## src/rtl/cell_particle_streamer_if.sv

```systemverilog
// Stream-side bundle for cell_particle_streamer: the RAM read port and the
// valid/ready particle output channel towards the force pipeline.
interface cell_particle_streamer_if #(
    parameter int DATA_WIDTH = 96,
    parameter int ADDR_WIDTH = 8
);
    logic [ADDR_WIDTH-1:0] ram_address;
    logic                  ram_rden;
    logic                  ram_wren;
    logic [DATA_WIDTH-1:0] ram_data;
    logic [DATA_WIDTH-1:0] ram_q;

    logic                  out_valid;
    logic                  out_ready;
    logic [DATA_WIDTH-1:0] out_data;
    logic [ADDR_WIDTH-1:0] out_index;
    logic                  out_last;

    modport master (
        output ram_address, ram_rden, ram_wren, ram_data,
        input  ram_q,
        output out_valid, out_data, out_index, out_last,
        input  out_ready
    );

    modport slave (
        input  ram_address, ram_rden, ram_wren, ram_data,
        output ram_q,
        input  out_valid, out_data, out_index, out_last,
        output out_ready
    );
endinterface

```

## src/rtl/cell_particle_streamer.sv

```systemverilog
// Reads the particle count at address 0 of a cell RAM, then streams addresses 1..count
// through a credit-tracked FIFO. Optional count clamping: CELL_STREAM_CNT_CHECK_EN.
module cell_particle_streamer #(
    parameter int DATA_WIDTH   = 96,
    parameter int ADDR_WIDTH   = 8,
    parameter int PARTICLE_NUM = 220,
    parameter int RD_LATENCY   = 2,
    parameter int FIFO_DEPTH   = 4
) (
    input  logic                  clock,
    input  logic                  rst,
    input  logic                  start,
    cell_particle_streamer_if.master bus,
    output logic [ADDR_WIDTH-1:0] particle_count,
    output logic                  busy,
    output logic                  done
`ifdef CELL_STREAM_CNT_CHECK_EN
    ,
    output logic                  cnt_err
`endif
);
    localparam int PW = (FIFO_DEPTH > 1) ? $clog2(FIFO_DEPTH) : 1;
    localparam int CW = $clog2(FIFO_DEPTH + 1);
    localparam int WW = (RD_LATENCY > 1) ? $clog2(RD_LATENCY) : 1;

    typedef enum logic [2:0] {IDLE, RD_CNT, WAIT_CNT, STREAM, DRAIN, FIN} state_t;

    state_t                state;
    logic [WW-1:0]         wait_cnt;
    logic [ADDR_WIDTH-1:0] next_addr;
    logic [CW-1:0]         inflight;
    logic [CW-1:0]         occ;
    logic [PW-1:0]         wr_ptr;
    logic [PW-1:0]         rd_ptr;
    logic [DATA_WIDTH-1:0] fifo_data  [FIFO_DEPTH];
    logic [ADDR_WIDTH-1:0] fifo_index [FIFO_DEPTH];
    logic                  fifo_last  [FIFO_DEPTH];
    logic                  tag_sr     [RD_LATENCY];
    logic [ADDR_WIDTH-1:0] addr_sr    [RD_LATENCY];

    logic                  push;
    logic                  pop;
    logic                  wait_done;
    logic                  issue;
    logic                  credit_ok;
    logic [CW:0]           credit_used;
    logic [ADDR_WIDTH-1:0] raw_count;
    logic [ADDR_WIDTH-1:0] count_sel;

    assign bus.ram_wren  = 1'b0;
    assign bus.ram_data  = '0;
    assign bus.out_valid = (occ != '0);
    assign bus.out_data  = fifo_data[rd_ptr];
    assign bus.out_index = fifo_index[rd_ptr];
    assign bus.out_last  = fifo_last[rd_ptr];

    assign push      = tag_sr[RD_LATENCY-1];
    assign pop       = bus.out_valid && bus.out_ready;
    assign raw_count = bus.ram_q[ADDR_WIDTH-1:0];
    assign wait_done = (wait_cnt == WW'(RD_LATENCY - 1));

`ifdef CELL_STREAM_CNT_CHECK_EN
    localparam logic [ADDR_WIDTH-1:0] MAX_COUNT = ADDR_WIDTH'(PARTICLE_NUM - 1);
    assign count_sel = (raw_count > MAX_COUNT) ? MAX_COUNT : raw_count;
`else
    assign count_sel = raw_count;
`endif

    // A word leaving the FIFO this cycle frees its slot for a read issued this cycle.
    assign credit_used = {1'b0, occ} + {1'b0, inflight} - {{CW{1'b0}}, pop};
    assign credit_ok   = credit_used < (CW+1)'(FIFO_DEPTH);
    assign issue       = ((state == WAIT_CNT) && wait_done && (count_sel != '0)) ||
                         ((state == STREAM) && credit_ok);

    always_ff @(posedge clock) begin
        if (rst) begin
            state           <= IDLE;
            wait_cnt        <= '0;
            next_addr       <= '0;
            inflight        <= '0;
            occ             <= '0;
            wr_ptr          <= '0;
            rd_ptr          <= '0;
            particle_count  <= '0;
            busy            <= 1'b0;
            done            <= 1'b0;
            bus.ram_address <= '0;
            bus.ram_rden    <= 1'b0;
`ifdef CELL_STREAM_CNT_CHECK_EN
            cnt_err         <= 1'b0;
`endif
            for (int unsigned i = 0; i < FIFO_DEPTH; i++) begin
                fifo_data[i]  <= '0;
                fifo_index[i] <= '0;
                fifo_last[i]  <= 1'b0;
            end
            for (int unsigned i = 0; i < RD_LATENCY; i++) begin
                tag_sr[i]  <= 1'b0;
                addr_sr[i] <= '0;
            end
        end else begin
            done         <= 1'b0;
            bus.ram_rden <= 1'b0;

            // Only data reads are tagged; the count read happens in RD_CNT.
            tag_sr[0]  <= bus.ram_rden && (state != RD_CNT);
            addr_sr[0] <= bus.ram_address;
            for (int unsigned i = 1; i < RD_LATENCY; i++) begin
                tag_sr[i]  <= tag_sr[i-1];
                addr_sr[i] <= addr_sr[i-1];
            end

            inflight <= inflight + CW'(issue) - CW'(push);
            occ      <= occ + CW'(push) - CW'(pop);
            if (push) begin
                fifo_data[wr_ptr]  <= bus.ram_q;
                fifo_index[wr_ptr] <= addr_sr[RD_LATENCY-1];
                fifo_last[wr_ptr]  <= (addr_sr[RD_LATENCY-1] == particle_count);
                wr_ptr <= (wr_ptr == PW'(FIFO_DEPTH - 1)) ? '0 : wr_ptr + 1'b1;
            end
            if (pop) begin
                rd_ptr <= (rd_ptr == PW'(FIFO_DEPTH - 1)) ? '0 : rd_ptr + 1'b1;
            end

            case (state)
                IDLE: begin
                    if (start) begin
                        state           <= RD_CNT;
                        busy            <= 1'b1;
                        bus.ram_rden    <= 1'b1;
                        bus.ram_address <= '0;
`ifdef CELL_STREAM_CNT_CHECK_EN
                        cnt_err         <= 1'b0;
`endif
                    end
                end
                RD_CNT: begin
                    state    <= WAIT_CNT;
                    wait_cnt <= '0;
                end
                WAIT_CNT: begin
                    if (wait_done) begin
                        particle_count <= count_sel;
`ifdef CELL_STREAM_CNT_CHECK_EN
                        if (raw_count > MAX_COUNT) cnt_err <= 1'b1;
`endif
                        if (count_sel == '0) begin
                            state <= FIN;
                            done  <= 1'b1;
                        end else begin
                            // Address 1 is issued on the exit edge so the first word
                            // arrives 3+2*RD_LATENCY cycles after start.
                            bus.ram_rden    <= 1'b1;
                            bus.ram_address <= ADDR_WIDTH'(1);
                            next_addr       <= (count_sel == ADDR_WIDTH'(1)) ? ADDR_WIDTH'(1)
                                                                             : ADDR_WIDTH'(2);
                            state           <= (count_sel == ADDR_WIDTH'(1)) ? DRAIN : STREAM;
                        end
                    end else begin
                        wait_cnt <= wait_cnt + 1'b1;
                    end
                end
                STREAM: begin
                    if (credit_ok) begin
                        bus.ram_rden    <= 1'b1;
                        bus.ram_address <= next_addr;
                        if (next_addr == particle_count) begin
                            state <= DRAIN;
                        end else begin
                            next_addr <= next_addr + 1'b1;
                        end
                    end
                end
                DRAIN: begin
                    if ((inflight == '0) && (occ == '0)) begin
                        state <= FIN;
                        done  <= 1'b1;
                    end
                end
                FIN: begin
                    state <= IDLE;
                    busy  <= 1'b0;
                end
                default: state <= IDLE;
            endcase
        end
    end
endmodule

```

## src/flat_wrapper.sv

```systemverilog
// flat-port wrapper written by rule: the top's interface ports become plain ports
module cell_particle_streamer_flat 
#(
    parameter int DATA_WIDTH   = 96,
    parameter int ADDR_WIDTH   = 8,
    parameter int PARTICLE_NUM = 220,
    parameter int RD_LATENCY   = 2,
    parameter int FIFO_DEPTH   = 4
)
  (clock, rst, start, particle_count, busy, done, bus_ram_address, bus_ram_rden, bus_ram_wren, bus_ram_data, bus_ram_q, bus_out_valid, bus_out_data, bus_out_index, bus_out_last, bus_out_ready);
  cell_particle_streamer_if #(.DATA_WIDTH(DATA_WIDTH), .ADDR_WIDTH(ADDR_WIDTH)) bus_i ();
  input  logic clock;
  input  logic rst;
  input  logic start;
  output logic [ADDR_WIDTH-1:0] particle_count;
  output logic busy;
  output logic done;
  output wire logic [$bits(bus_i.ram_address)-1:0] bus_ram_address;
  output wire logic [$bits(bus_i.ram_rden)-1:0] bus_ram_rden;
  output wire logic [$bits(bus_i.ram_wren)-1:0] bus_ram_wren;
  output wire logic [$bits(bus_i.ram_data)-1:0] bus_ram_data;
  input wire logic [$bits(bus_i.ram_q)-1:0] bus_ram_q;
  output wire logic [$bits(bus_i.out_valid)-1:0] bus_out_valid;
  output wire logic [$bits(bus_i.out_data)-1:0] bus_out_data;
  output wire logic [$bits(bus_i.out_index)-1:0] bus_out_index;
  output wire logic [$bits(bus_i.out_last)-1:0] bus_out_last;
  input wire logic [$bits(bus_i.out_ready)-1:0] bus_out_ready;
  assign bus_ram_address = bus_i.ram_address;
  assign bus_ram_rden = bus_i.ram_rden;
  assign bus_ram_wren = bus_i.ram_wren;
  assign bus_ram_data = bus_i.ram_data;
  assign bus_i.ram_q = bus_ram_q;
  assign bus_out_valid = bus_i.out_valid;
  assign bus_out_data = bus_i.out_data;
  assign bus_out_index = bus_i.out_index;
  assign bus_out_last = bus_i.out_last;
  assign bus_i.out_ready = bus_out_ready;
  cell_particle_streamer #(.DATA_WIDTH(DATA_WIDTH), .ADDR_WIDTH(ADDR_WIDTH), .PARTICLE_NUM(PARTICLE_NUM), .RD_LATENCY(RD_LATENCY), .FIFO_DEPTH(FIFO_DEPTH)) u_core (.clock(clock), .rst(rst), .start(start), .bus(bus_i), .particle_count(particle_count), .busy(busy), .done(done));
endmodule
```

## config.mk

```make
export PLATFORM = sky130hd
export DESIGN_NAME = cell_particle_streamer_flat
export DESIGN_NICKNAME = d
export VERILOG_FILES = /design/src/rtl/cell_particle_streamer_if.sv /design/src/rtl/cell_particle_streamer.sv /design/src/flat_wrapper.sv
export SDC_FILE = /design/constraint.sdc
export NUM_CORES = 1
export LEC_CHECK = 0
export CORE_MARGIN = 3
export CORE_UTILIZATION = 49
export CTS_CLUSTER_DIAMETER = 40
export CTS_CLUSTER_SIZE = 28
export DETAILED_ROUTE_END_ITERATION = 10
export PLACE_DENSITY = 0.76
export SLEW_MARGIN = 10
export SYNTH_ARGS = -nofsm -noshare
export SYNTH_HDL_FRONTEND = slang
export SYNTH_SLANG_ARGS = --single-unit
```

## constraint.sdc

```tcl
create_clock -name clock -period 3.6 [get_ports clock]
set_input_delay 0.54 -clock clock [delete_from_list [all_inputs] [get_ports clock]]
set_output_delay 0.54 -clock clock [all_outputs]
set_load 0.02 [all_outputs]
```

# [Yosys cells after proc, flatten, opt, wreduce, memory -nomap -nowiden]
# Memories as Yosys holds them, arrays and structs flattened. A register that Yosys moved wholly into a read port is not among the register bits.
# Cells that the tools add are included.
[word_totals] reg_bits=41 ram_bits=438 inputBits=100 output_inout_bits=222 n_memories=5
[mem_list] name="u_core.fifo_data" words=4 word_bits=96 rd=1 rd_clocked_by_memory_dff=1 wr=4 line="cell_particle_streamer.sv:35" source="logic [DATA_WIDTH-1:0] fifo_data [FIFO_DEPTH];"
[mem_list] name="u_core.fifo_index" words=4 word_bits=8 rd=1 rd_clocked_by_memory_dff=1 wr=4 line="cell_particle_streamer.sv:36" source="logic [ADDR_WIDTH-1:0] fifo_index [FIFO_DEPTH];"
[mem_list] name="u_core.addr_sr" words=2 word_bits=8 rd=2 rd_clocked_by_memory_dff=0 wr=2 line="cell_particle_streamer.sv:39" source="logic [ADDR_WIDTH-1:0] addr_sr [RD_LATENCY];"
[mem_list] name="u_core.fifo_last" words=4 word_bits=1 rd=1 rd_clocked_by_memory_dff=1 wr=4 line="cell_particle_streamer.sv:37" source="logic fifo_last [FIFO_DEPTH];"
[mem_list] name="u_core.tag_sr" words=2 word_bits=1 rd=2 rd_clocked_by_memory_dff=0 wr=2 line="cell_particle_streamer.sv:38" source="logic tag_sr [RD_LATENCY];"
[classes] n_addsub=10 order_cmp=1 eq_ne=18 n_mux=59 n_bitwise=4 reduce_logical=25
[ops] operator="2-to-1 mux 96 bit" n=1
[ops] operator="OR reduction 96 bit" n=1
[ops] operator="2-to-1 mux 8 bit" n=11
[ops] operator="2-to-1 mux 2 bit" n=12
[ops] operator="case mux 8 bit (3 select lines)" n=1
[ops] operator="2-to-1 mux 1 bit" n=21
[ops] operator="2-to-1 mux 3 bit" n=7
[ops] operator="equality test 8 bit" n=2
[ops] operator="case mux 8 bit (2 select lines)" n=1
[ops] operator="case mux 3 bit (5 select lines)" n=1
[ops] operator="AND reduction 5 bit" n=3
[ops] operator="zero test 3 bit" n=3
[ops] operator="adder 8 x 1 -> 8 bit (second input constant)" n=1
[ops] operator="equality test 8 x 1 -> 1 bit (second input constant)" n=1
[ops] operator="zero test 8 bit" n=1
[ops] operator="!= test 2 bit (second input constant)" n=4
[ops] operator="nonzero test 8 bit" n=1
[ops] operator="OR reduction 8 bit" n=1
[ops] operator="adder 3 x 1 -> 3 bit" n=2
[ops] operator="equality test 3 x 2 -> 1 bit (second input constant)" n=2
[ops] operator="equality test 3 bit (second input constant)" n=2
[ops] operator="logical AND 1 bit" n=6
[ops] operator="!= test 2 x 1 -> 1 bit (second input constant)" n=3
[ops] operator="case mux 1 bit (2 select lines)" n=3
[ops] operator="16 further kinds" n=26

# [Depth between registers and ports, before layout]
# Gate-level depths: netlist of run 1.
[depth] word_depth=8 depth_mapped=15

# [Least setup slack after synthesis of run 1]
# No wires, ideal clock.
[synth_path] path_type="input to register" start="input rst" end="memory u_core.fifo_data[3][0] (enable)" arrival_ns=2.706 t_required_ns=2.643 setup_slack_ns=-0.062 cell_stages=3 path_cell_list="inv_1 clkbuf_1 nand2_1"
[synth_lines] item="from (decl)" line="flat_wrapper.sv:13" source="input logic rst;"
[synth_lines] item="to (decl)" line="cell_particle_streamer.sv:35"

==> results of run 1 <==
[cell type report]
| cell class | count | area (um^2) | share of cell area [%] |
|---|---|---|---|
| Inverter | 18 | 67.6 | 0.254 |
| Sequential cell | 481 | 13800 | 52.0 |
| Timing Repair Buffer | 255 | 2650 | 9.94 |
| Antenna cell | 2 | 5.00 | 0.0188 |
| Clock buffer | 75 | 1750 | 6.58 |
| Multi-Input combinational cell | 863 | 7030 | 26.4 |
| Tap cell | 585 | 732 | 2.75 |
| Clock inverter | 47 | 529 | 1.99 |
[stage by stage]
| step | total power, uW | util [%] | std cells |
|---|---|---|---|
| global placement | 9730 | 55.9 | 2202 |
| finish | 16200 | 61.2 | 2326 |
| floorplan | 8630 | - | 1551 |
| CTS | 16400 | 61.2 | 2324 |
| detailed placement | 9770 | 55.9 | 2202 |
| global route | 16800 | 61.2 | 2325 |
[synth_stat cells, types with 6 or more instances]
cell type  instances  share of area (%)
clkbuf_1          65                1.1
nor2b_1           17               0.49
edfxtp_1         420                 58
nor4_1             6               0.17
and2_1           421                 12
mux4_2           105                 11
nor3_1            13               0.30
inv_1             18               0.31
o21ai_0           11               0.25
xnor2_1           14               0.56
nand3_1           12               0.28
a21oi_1           20               0.46
dfxtp_1           61                5.6
ha_1              10               0.58
nand2_1           36               0.62
nor2_1            17               0.29
mux2_4             7               0.48
xor2_1             9               0.36
buf_4             99                3.4
buf_2             14               0.32
[where the power goes]
group	switching [uW]	internal (uW)	total, uW
logic	1630	1500	3130
registers	177	6320	6500
clock network	2590	3980	6580
[registers in the layout (all words and copies together) (netlist names), named ones only]
signal                  count
u_core.tag_sr               2
u_core.done                 1
u_core.busy                 1
u_core.wait_cnt             1
u_core.occ                  3
u_core.next_addr            8
u_core.wr_ptr               2
u_core.fifo_data          384
u_core.particle_count       8
u_core.inflight             3
u_core.fifo_last            4
u_core.bus.ram_rden         1
u_core.fifo_index          32
u_core.rd_ptr               2
u_core.addr_sr             16
u_core.state                3
u_core.bus.ram_address      8
[logic make-up (layout without fill, tap and decap cells)]
family	count (synthesis)	in the layout
other	1	99
buffers and inverters	207	395
adder cells (fa/ha/maj)	12	12
AO/OA/AOI/OAI	60	60
XOR/XNOR	23	23
AND/OR/NAND/NOR	554	554
flip-flops	481	481
multiplexers	117	117
[worst paths after layout]
check / endpoint / startpoint / slack (ns) / cells past startpoint
max reg2reg: u_core.bus.ram_address[6] / u_core.occ[1] / 0.65 / 9
min: u_core.wr_ptr[1] / rst / 0.29 / 2
max: bus_out_data[51] / flop / 0.37 / 3
min reg2reg: u_core.addr_sr[0][12] / u_core.addr_sr[0][4] / 0.43 / 1
[layout by cell type, fill, tap and decap left out, drive strengths merged, types with 9 or more instances in the layout]
cell type and n:
nor2 17, clkinv 16, nor2b 17, inv 38
clkbuf 75, xnor2 14, nor3 13, o21ai 12
dfxtp 61, nand2 36, nand3 12, and2 421
xor2 9, mux4 105, conb 97, a21oi 20
edfxtp 420, ha 10, clkdlybuf4s50 223, buf 32
[per-layer routing]
layer  vias to the layer above  share of wire, %  global-route usage (%)
met5                         -             0.019                       0
met4                         2               2.4                    6.28
met3                        88               5.6                    4.12
met2                       433                52                    35.9
met1                      6271                40                    26.5
li1                       5555                 -                       -
[critical path, cell delays in order, from the launching register on]
cell,delay (ns)
dfxtp_4,0.57
buf_12,0.35
mux4_2,0.61
clkdlybuf4s50_1,0.57
==> metrics.txt, run 1 <==
# TYPE chip_impl_metric gauge
chip_impl_metric{name="synth_sequential_area_ratio",unit="%"} 63.7
chip_impl_metric{name="max_freq",unit="MHz"} 310
chip_impl_metric{name="fin_worst_skew",unit="ns"} 0.0254
chip_impl_info{name="setup.worst_path.start_class",value="flop"} 1
chip_impl_metric{name="setup_ws",unit="ns"} 0.370
chip_impl_metric{name="initial_utilization",unit="%"} 50.0
chip_impl_metric{name="cts.reportedPaths.clkPinSlew",unit="ns"} 0.07
chip_impl_metric{name="worst_skew_pair.late_latency",unit="ns"} 0.58
chip_impl_metric{name="cp_data_arrival_time",unit="ns"} 2.69
chip_impl_metric{name="post-route-cell-area",unit="um^2"} 26600
chip_impl_metric{name="place.gp.congestion",unit=""} 0.861
chip_impl_metric{name="max_slew_headroom",unit="%"} 47.3
chip_impl_metric{name="drt_drc_violations_left",unit=""} 0
chip_impl_info{name="synth_top_family_by_area",value="simple AND/OR/NAND/NOR gates"} 1
chip_impl_info{name="status",value="finished, final reports clean"} 1
chip_impl_metric{name="whs",unit="ns"} 0.289
chip_impl_metric{name="placedInstanceArea",unit="um^2"} 24300
chip_impl_metric{name="setup_tns",unit="ns"} 0
chip_impl_metric{name="pin_slew_with_the_least_headroom_to_its_limit",unit="ns"} 0.788
chip_impl_metric{name="final_period_demand_of_the_worst_path",unit="ns"} 3.23
chip_impl_metric{name="antenna_violations_before_repair",unit=""} 2
chip_impl_metric{name="post_synthesis_mean_instance_area",unit="um^2"} 14.9
chip_impl_metric{name="place.detailed.hpwl",unit="um"} 28400
chip_impl_metric{name="post_synth_and_or_nand_nor_area_fraction",unit="%"} 15.3
chip_impl_metric{name="viasPerCell",unit=""} 5.31
chip_impl_metric{name="synth-warning-count",unit=""} 0
chip_impl_metric{name="placement_rows",unit=""} 76
chip_impl_metric{name="gr_overflow_total",unit=""} 0
chip_impl_metric{name="first_iter_violations",unit=""} 868
chip_impl_metric{name="syn2layout_area_growth",unit="%"} 22.5
chip_impl_info{name="end_kind",value="primary output"} 1
chip_impl_metric{name="die_width",unit="um"} 217
chip_impl_metric{name="ctsResizeCount",unit=""} 0
chip_impl_info{name="synth_ff_type",value="edfxtp_1"} 1
chip_impl_metric{name="synth_fa_ha_area_share",unit="%"} 0.761
chip_impl_metric{name="proportion_of_layout_cells_with_a_drive_suffix_above_1",unit="%"} 16.0
chip_impl_metric{name="asyncSetResetFlopFracSynth",unit="%"} 0
chip_impl_metric{name="cap_viol_max_count",unit=""} 0
chip_impl_metric{name="worst_ir_drop_vdd",unit="uV"} 529
chip_impl_metric{name="grt_start_max_net_pins",unit=""} 106
chip_impl_metric{name="post_synth_mux_area_share",unit="%"} 11.6
chip_impl_metric{name="dr.pass1.iters",unit=""} 5
chip_impl_info{name="min-delay-path-class",value="primary input to flop"} 1
chip_impl_metric{name="grt_pass1_vias",unit=""} 12955
chip_impl_metric{name="globalRouteTotalUtil",unit="%"} 20.7
chip_impl_metric{name="hold_viol",unit=""} 0
chip_impl_metric{name="route.detailed.wl_per_inst",unit="um"} 20.8
chip_impl_metric{name="cts_hold_buffers",unit=""} 0
chip_impl_metric{name="critical_path_peak_fanout",unit=""} 38
chip_impl_metric{name="io-pin-count",unit=""} 322
chip_impl_metric{name="via_count",unit=""} 12349
chip_impl_metric{name="clock-sinks",unit=""} 481
chip_impl_metric{name="slew_violations",unit=""} 0
chip_impl_metric{name="tritoncts.num_buffers",unit=""} 67
chip_impl_metric{name="postSynthRegisterBits",unit=""} 481
chip_impl_info{name="cts_tree",value="built"} 1
chip_impl_metric{name="netlist_area",unit="um^2"} 21700
chip_impl_metric{name="totalWireLength",unit="um"} 48500
chip_impl_info{name="rsz0062_at_grt",value="false"} 1
chip_impl_info{name="criticalPathCategory",value="flop to primary output"} 1
chip_impl_metric{name="design.die.area",unit="um^2"} 46900
chip_impl_metric{name="final_min_period_over_clock_period",unit="%"} 89.7
chip_impl_metric{name="port_buffer_cells",unit=""} 224
chip_impl_metric{name="number_of_enable_flip_flop_cells_after_synthesis",unit=""} 420
chip_impl_metric{name="worst_ep_required_time",unit="ns"} 3.06
chip_impl_metric{name="synth-xor-area-share",unit="%"} 0.928
chip_impl_metric{name="ant_nets",unit=""} 0
chip_impl_metric{name="pre_cts_slack",unit="ns"} 0.294
chip_impl_metric{name="grt_pass1_wl",unit="um"} 74800
chip_impl_metric{name="clock_tree.htree_level_count",unit=""} 3
chip_impl_metric{name="floorplan.core_area",unit="um^2"} 43500
chip_impl_info{name="cts_root_buffer",value="clkbuf_16"} 1
chip_impl_metric{name="filler_cell_count",unit=""} 3256
chip_impl_metric{name="final_nets",unit=""} 1798
chip_impl_metric{name="vertical_die_dimension",unit="um"} 217
chip_impl_metric{name="synth_compound_gate_area_share",unit="%"} 1.89
chip_impl_metric{name="static_leakage_power",unit="uW"} 0.00980
chip_impl_metric{name="ctsLongestPathBuffers",unit=""} 3
chip_impl_metric{name="post_synth_num_cell_types",unit=""} 57
chip_impl_metric{name="report.final.setup_viol",unit=""} 0
chip_impl_metric{name="powerDensity",unit="nW/um^2"} 609
chip_impl_metric{name="netlist_instances",unit=""} 1455
chip_impl_metric{name="postCtsSetupBuffers",unit=""} 0
(Power assumes the default switching activity.)
==> inputs of run 2 (changes only) <==
- SKIP_CTS_REPAIR_TIMING: not set -> 1
- SLEW_MARGIN: 10 -> not set
==> results of run 2 <==
The final DEF is identical to that of run 1; final timing and power are the same.
==> inputs of run 3 (changes only) <==
- CTS_CLUSTER_SIZE: 28 -> 16
==> run 3 against run 2 <==
Power rose by 0.17%. Sequential power barely moved. Global-route usage rose by 0.063 points. Register-to-register slack barely moved. First-iteration DRC count fell by 4.3%. Worst setup slack got worse by 0.0087 ns. Sequential share of layout area barely moved. Count of clock-buffer cells in the layout rose by 2. Via count fell by 0.22%. Non-clock buffer count did not move. Clock power barely moved. Largest power group unchanged.
==> metrics.txt, run 3 (same netlist as run 1, synthesis figures left out) <==
# TYPE chip_impl_metric gauge
chip_impl_metric{name="placement_rows",unit=""} 76
chip_impl_metric{name="syn2layout_area_growth",unit="%"} 22.6
chip_impl_metric{name="place.gp.congestion",unit=""} 0.861
chip_impl_metric{name="largest_reg_flops",unit=""} 384
chip_impl_metric{name="final_min_period_over_clock_period",unit="%"} 90.0
chip_impl_info{name="min-delay-start",value="rst"} 1
chip_impl_metric{name="design.die.area",unit="um^2"} 46900
chip_impl_metric{name="cap_viol_max_count",unit=""} 0
chip_impl_metric{name="viasPerCell",unit=""} 5.30
chip_impl_metric{name="die_width",unit="um"} 217
chip_impl_metric{name="worst_ep_required_time",unit="ns"} 3.06
chip_impl_info{name="criticalPathCategory",value="flop to primary output"} 1
chip_impl_metric{name="ant_nets",unit=""} 0
chip_impl_metric{name="worst_ir_drop_vdd",unit="uV"} 530
chip_impl_metric{name="cp_data_arrival_time",unit="ns"} 2.70
chip_impl_metric{name="post-route-cell-area",unit="um^2"} 26600
chip_impl_metric{name="gr_overflow_total",unit=""} 0
chip_impl_info{name="worst_path_max_delay_cell",value="mux4_2"} 1
chip_impl_metric{name="final_period_demand_of_the_worst_path",unit="ns"} 3.24
chip_impl_metric{name="clock_tree.htree_level_count",unit=""} 3
chip_impl_metric{name="final_nets",unit=""} 1798
chip_impl_metric{name="placedInstanceArea",unit="um^2"} 24300
chip_impl_metric{name="clock-sinks",unit=""} 481
chip_impl_info{name="layout_commonest_cell",value="and2_1"} 1
chip_impl_metric{name="globalRouteTotalUtil",unit="%"} 20.8
chip_impl_info{name="chain_of_cells_forming_the_critical_path",value="buf_12 -> mux4_2 -> clkdlybuf4s50_1"} 1
chip_impl_metric{name="grt_pass1_vias",unit=""} 12959
chip_impl_info{name="end_kind",value="primary output"} 1
chip_impl_metric{name="port_buffer_cells",unit=""} 224
chip_impl_metric{name="worst-path-buf-inv",unit=""} 2
chip_impl_metric{name="floorplan.core_area",unit="um^2"} 43500
chip_impl_metric{name="dr.pass1.iters",unit=""} 5
chip_impl_info{name="timing.rr.start",value="u_core.occ[1]"} 1
chip_impl_metric{name="multiInputGateArea",unit="um^2"} 7030
chip_impl_metric{name="worst_skew_pair.late_latency",unit="ns"} 0.58
chip_impl_metric{name="grt_start_max_net_pins",unit=""} 106
chip_impl_metric{name="report.final.setup_viol",unit=""} 0
chip_impl_info{name="top_register",value="u_core.fifo_data"} 1
chip_impl_metric{name="initial_utilization",unit="%"} 50.0
chip_impl_metric{name="io-pin-count",unit=""} 322
chip_impl_metric{name="antenna_violations_before_repair",unit=""} 2
chip_impl_metric{name="drt_drc_violations_left",unit=""} 0
chip_impl_metric{name="setup_tns",unit="ns"} 0
chip_impl_metric{name="hold_viol",unit=""} 0
chip_impl_metric{name="reg2reg_depth",unit=""} 9
chip_impl_metric{name="max_slew_headroom",unit="%"} 48.5
chip_impl_metric{name="place_inst",unit=""} 2202
chip_impl_info{name="cts_root_buffer",value="clkbuf_16"} 1
chip_impl_metric{name="reg2reg_slack",unit="ns"} 0.64
chip_impl_metric{name="max_freq",unit="MHz"} 309
chip_impl_metric{name="place.detailed.hpwl",unit="um"} 28400
chip_impl_metric{name="ctsLongestPathBuffers",unit=""} 3
chip_impl_metric{name="via_count",unit=""} 12322
chip_impl_metric{name="area.sequential",unit="um^2"} 13800
chip_impl_metric{name="proportion_of_layout_cells_with_a_drive_suffix_above_1",unit="%"} 16.0
chip_impl_info{name="rsz0062_at_grt",value="false"} 1
chip_impl_info{name="worst_hold_path.endpoint",value="u_core.wr_ptr[0]"} 1
chip_impl_info{name="biggestRegsByFlops",value="u_core.fifo_data x384, u_core.fifo_index x32, u_core.addr_sr x16"} 1
chip_impl_metric{name="timing.hold.worst_path_depth",unit=""} 2
chip_impl_metric{name="final_cell_count_no_fill",unit=""} 2326
chip_impl_metric{name="tritoncts.num_buffers",unit=""} 67
chip_impl_metric{name="vertical_die_dimension",unit="um"} 217
chip_impl_metric{name="pin_slew_with_the_least_headroom_to_its_limit",unit="ns"} 0.771
chip_impl_info{name="cp_top_family",value="buffers and inverters"} 1
chip_impl_metric{name="cts.reportedPaths.clkPinSlew",unit="ns"} 0.06
chip_impl_metric{name="fin_worst_skew",unit="ns"} 0.0232
chip_impl_info{name="cts_tree",value="built"} 1
chip_impl_metric{name="totalWireLength",unit="um"} 48500
chip_impl_info{name="setup.worst_path.start_class",value="flop"} 1
chip_impl_metric{name="slew_violations",unit=""} 0
chip_impl_metric{name="static_leakage_power",unit="uW"} 0.00980
chip_impl_metric{name="grt_pass1_wl",unit="um"} 74900
chip_impl_metric{name="route.detailed.wl_per_inst",unit="um"} 20.8
chip_impl_metric{name="filler_cell_count",unit=""} 3255
chip_impl_metric{name="powerDensity",unit="nW/um^2"} 610
chip_impl_metric{name="critical_path_peak_fanout",unit=""} 38
chip_impl_info{name="final_cell_mix",value="421 x and2_1, 420 x edfxtp_1, 223 x clkdlybuf4s50_1"} 1
chip_impl_metric{name="timing.critical_path.slowest_cell_delay",unit="ns"} 0.60
chip_impl_info{name="min-delay-path-class",value="primary input to flop"} 1
chip_impl_metric{name="first_iter_violations",unit=""} 831
chip_impl_info{name="status",value="finished, final reports clean"} 1
chip_impl_info{name="regToRegEndpoint",value="u_core.bus.ram_address[6]"} 1
## run 3: cell count changes in the layout (fill, tap and decap cells not counted)
| cell | before | now |
|---|---|---|
| clkbuf_16 | 69 | 70 |
| inv_8 | 7 | 5 |
| inv_6 | 11 | 13 |
| inv_12 | 1 | 0 |
| clkinv_8 | 4 | 5 |
| clkbuf_1 | 6 | 7 |
| inv_4 | 1 | 0 |
| clkinv_2 | 5 | 6 |
| clkinv_1 | 3 | 1 |
## run 3: per-layer routing
metal / vias up / part of all wire [%] / global-route usage (%)
met4: 2 / 2.3 / 6.24
met1: 6258 / 40 / 26.6
met2: 412 / 52 / 36.0
li1: 5562 / - / -
met5: - / 0.019 / 0
met3: 88 / 5.6 / 4.28
## run 3: area by class of cell
cell class	count	area share [%]
sequential	481	52.0
tap	585	2.75
clock inverter	45	1.94
clock buffer	77	6.68
antenna	2	0.0188
inverter	18	0.254
multi-input combinational	863	26.4
timing repair buffer	255	9.94
## run 3: through the flow
stage / hold WS (ns) / total power [uW] / setup slack (ns) / utilization (%)
5_1_grt: 0.288 / 16800 / 0.224 / 61.2
3_3_place_gp: 0.418 / 9730 / 0.335 / 55.9
6_report: 0.300 / 16200 / 0.361 / 61.2
2_1_floorplan: 0.414 / 8630 / 0.331 / -
4_1_cts: 0.261 / 16400 / 0.291 / 61.2
3_5_place_dp: 0.422 / 9770 / 0.294 / 55.9
## run 3: worst max-delay path by stage
stage,to,slack (ns),cells past startpoint
after floorplan,u_core.fifo_data[1][0],0.33,5
after global placement,u_core.inflight[2],0.34,13
after detailed placement,u_core.bus.ram_address[4],0.29,9
after CTS,bus_out_data[51],0.29,3
final,bus_out_data[51],0.36,3
after global routing,bus_out_data[46],0.22,3
## run 3: power by group
part	switching [uW]	internal [uW]	total, uW	leakage [uW]
Sequential	179	6320	6500	0.00483
Combinational	1630	1500	3130	0.00386
Clock	2580	4020	6600	0.00111
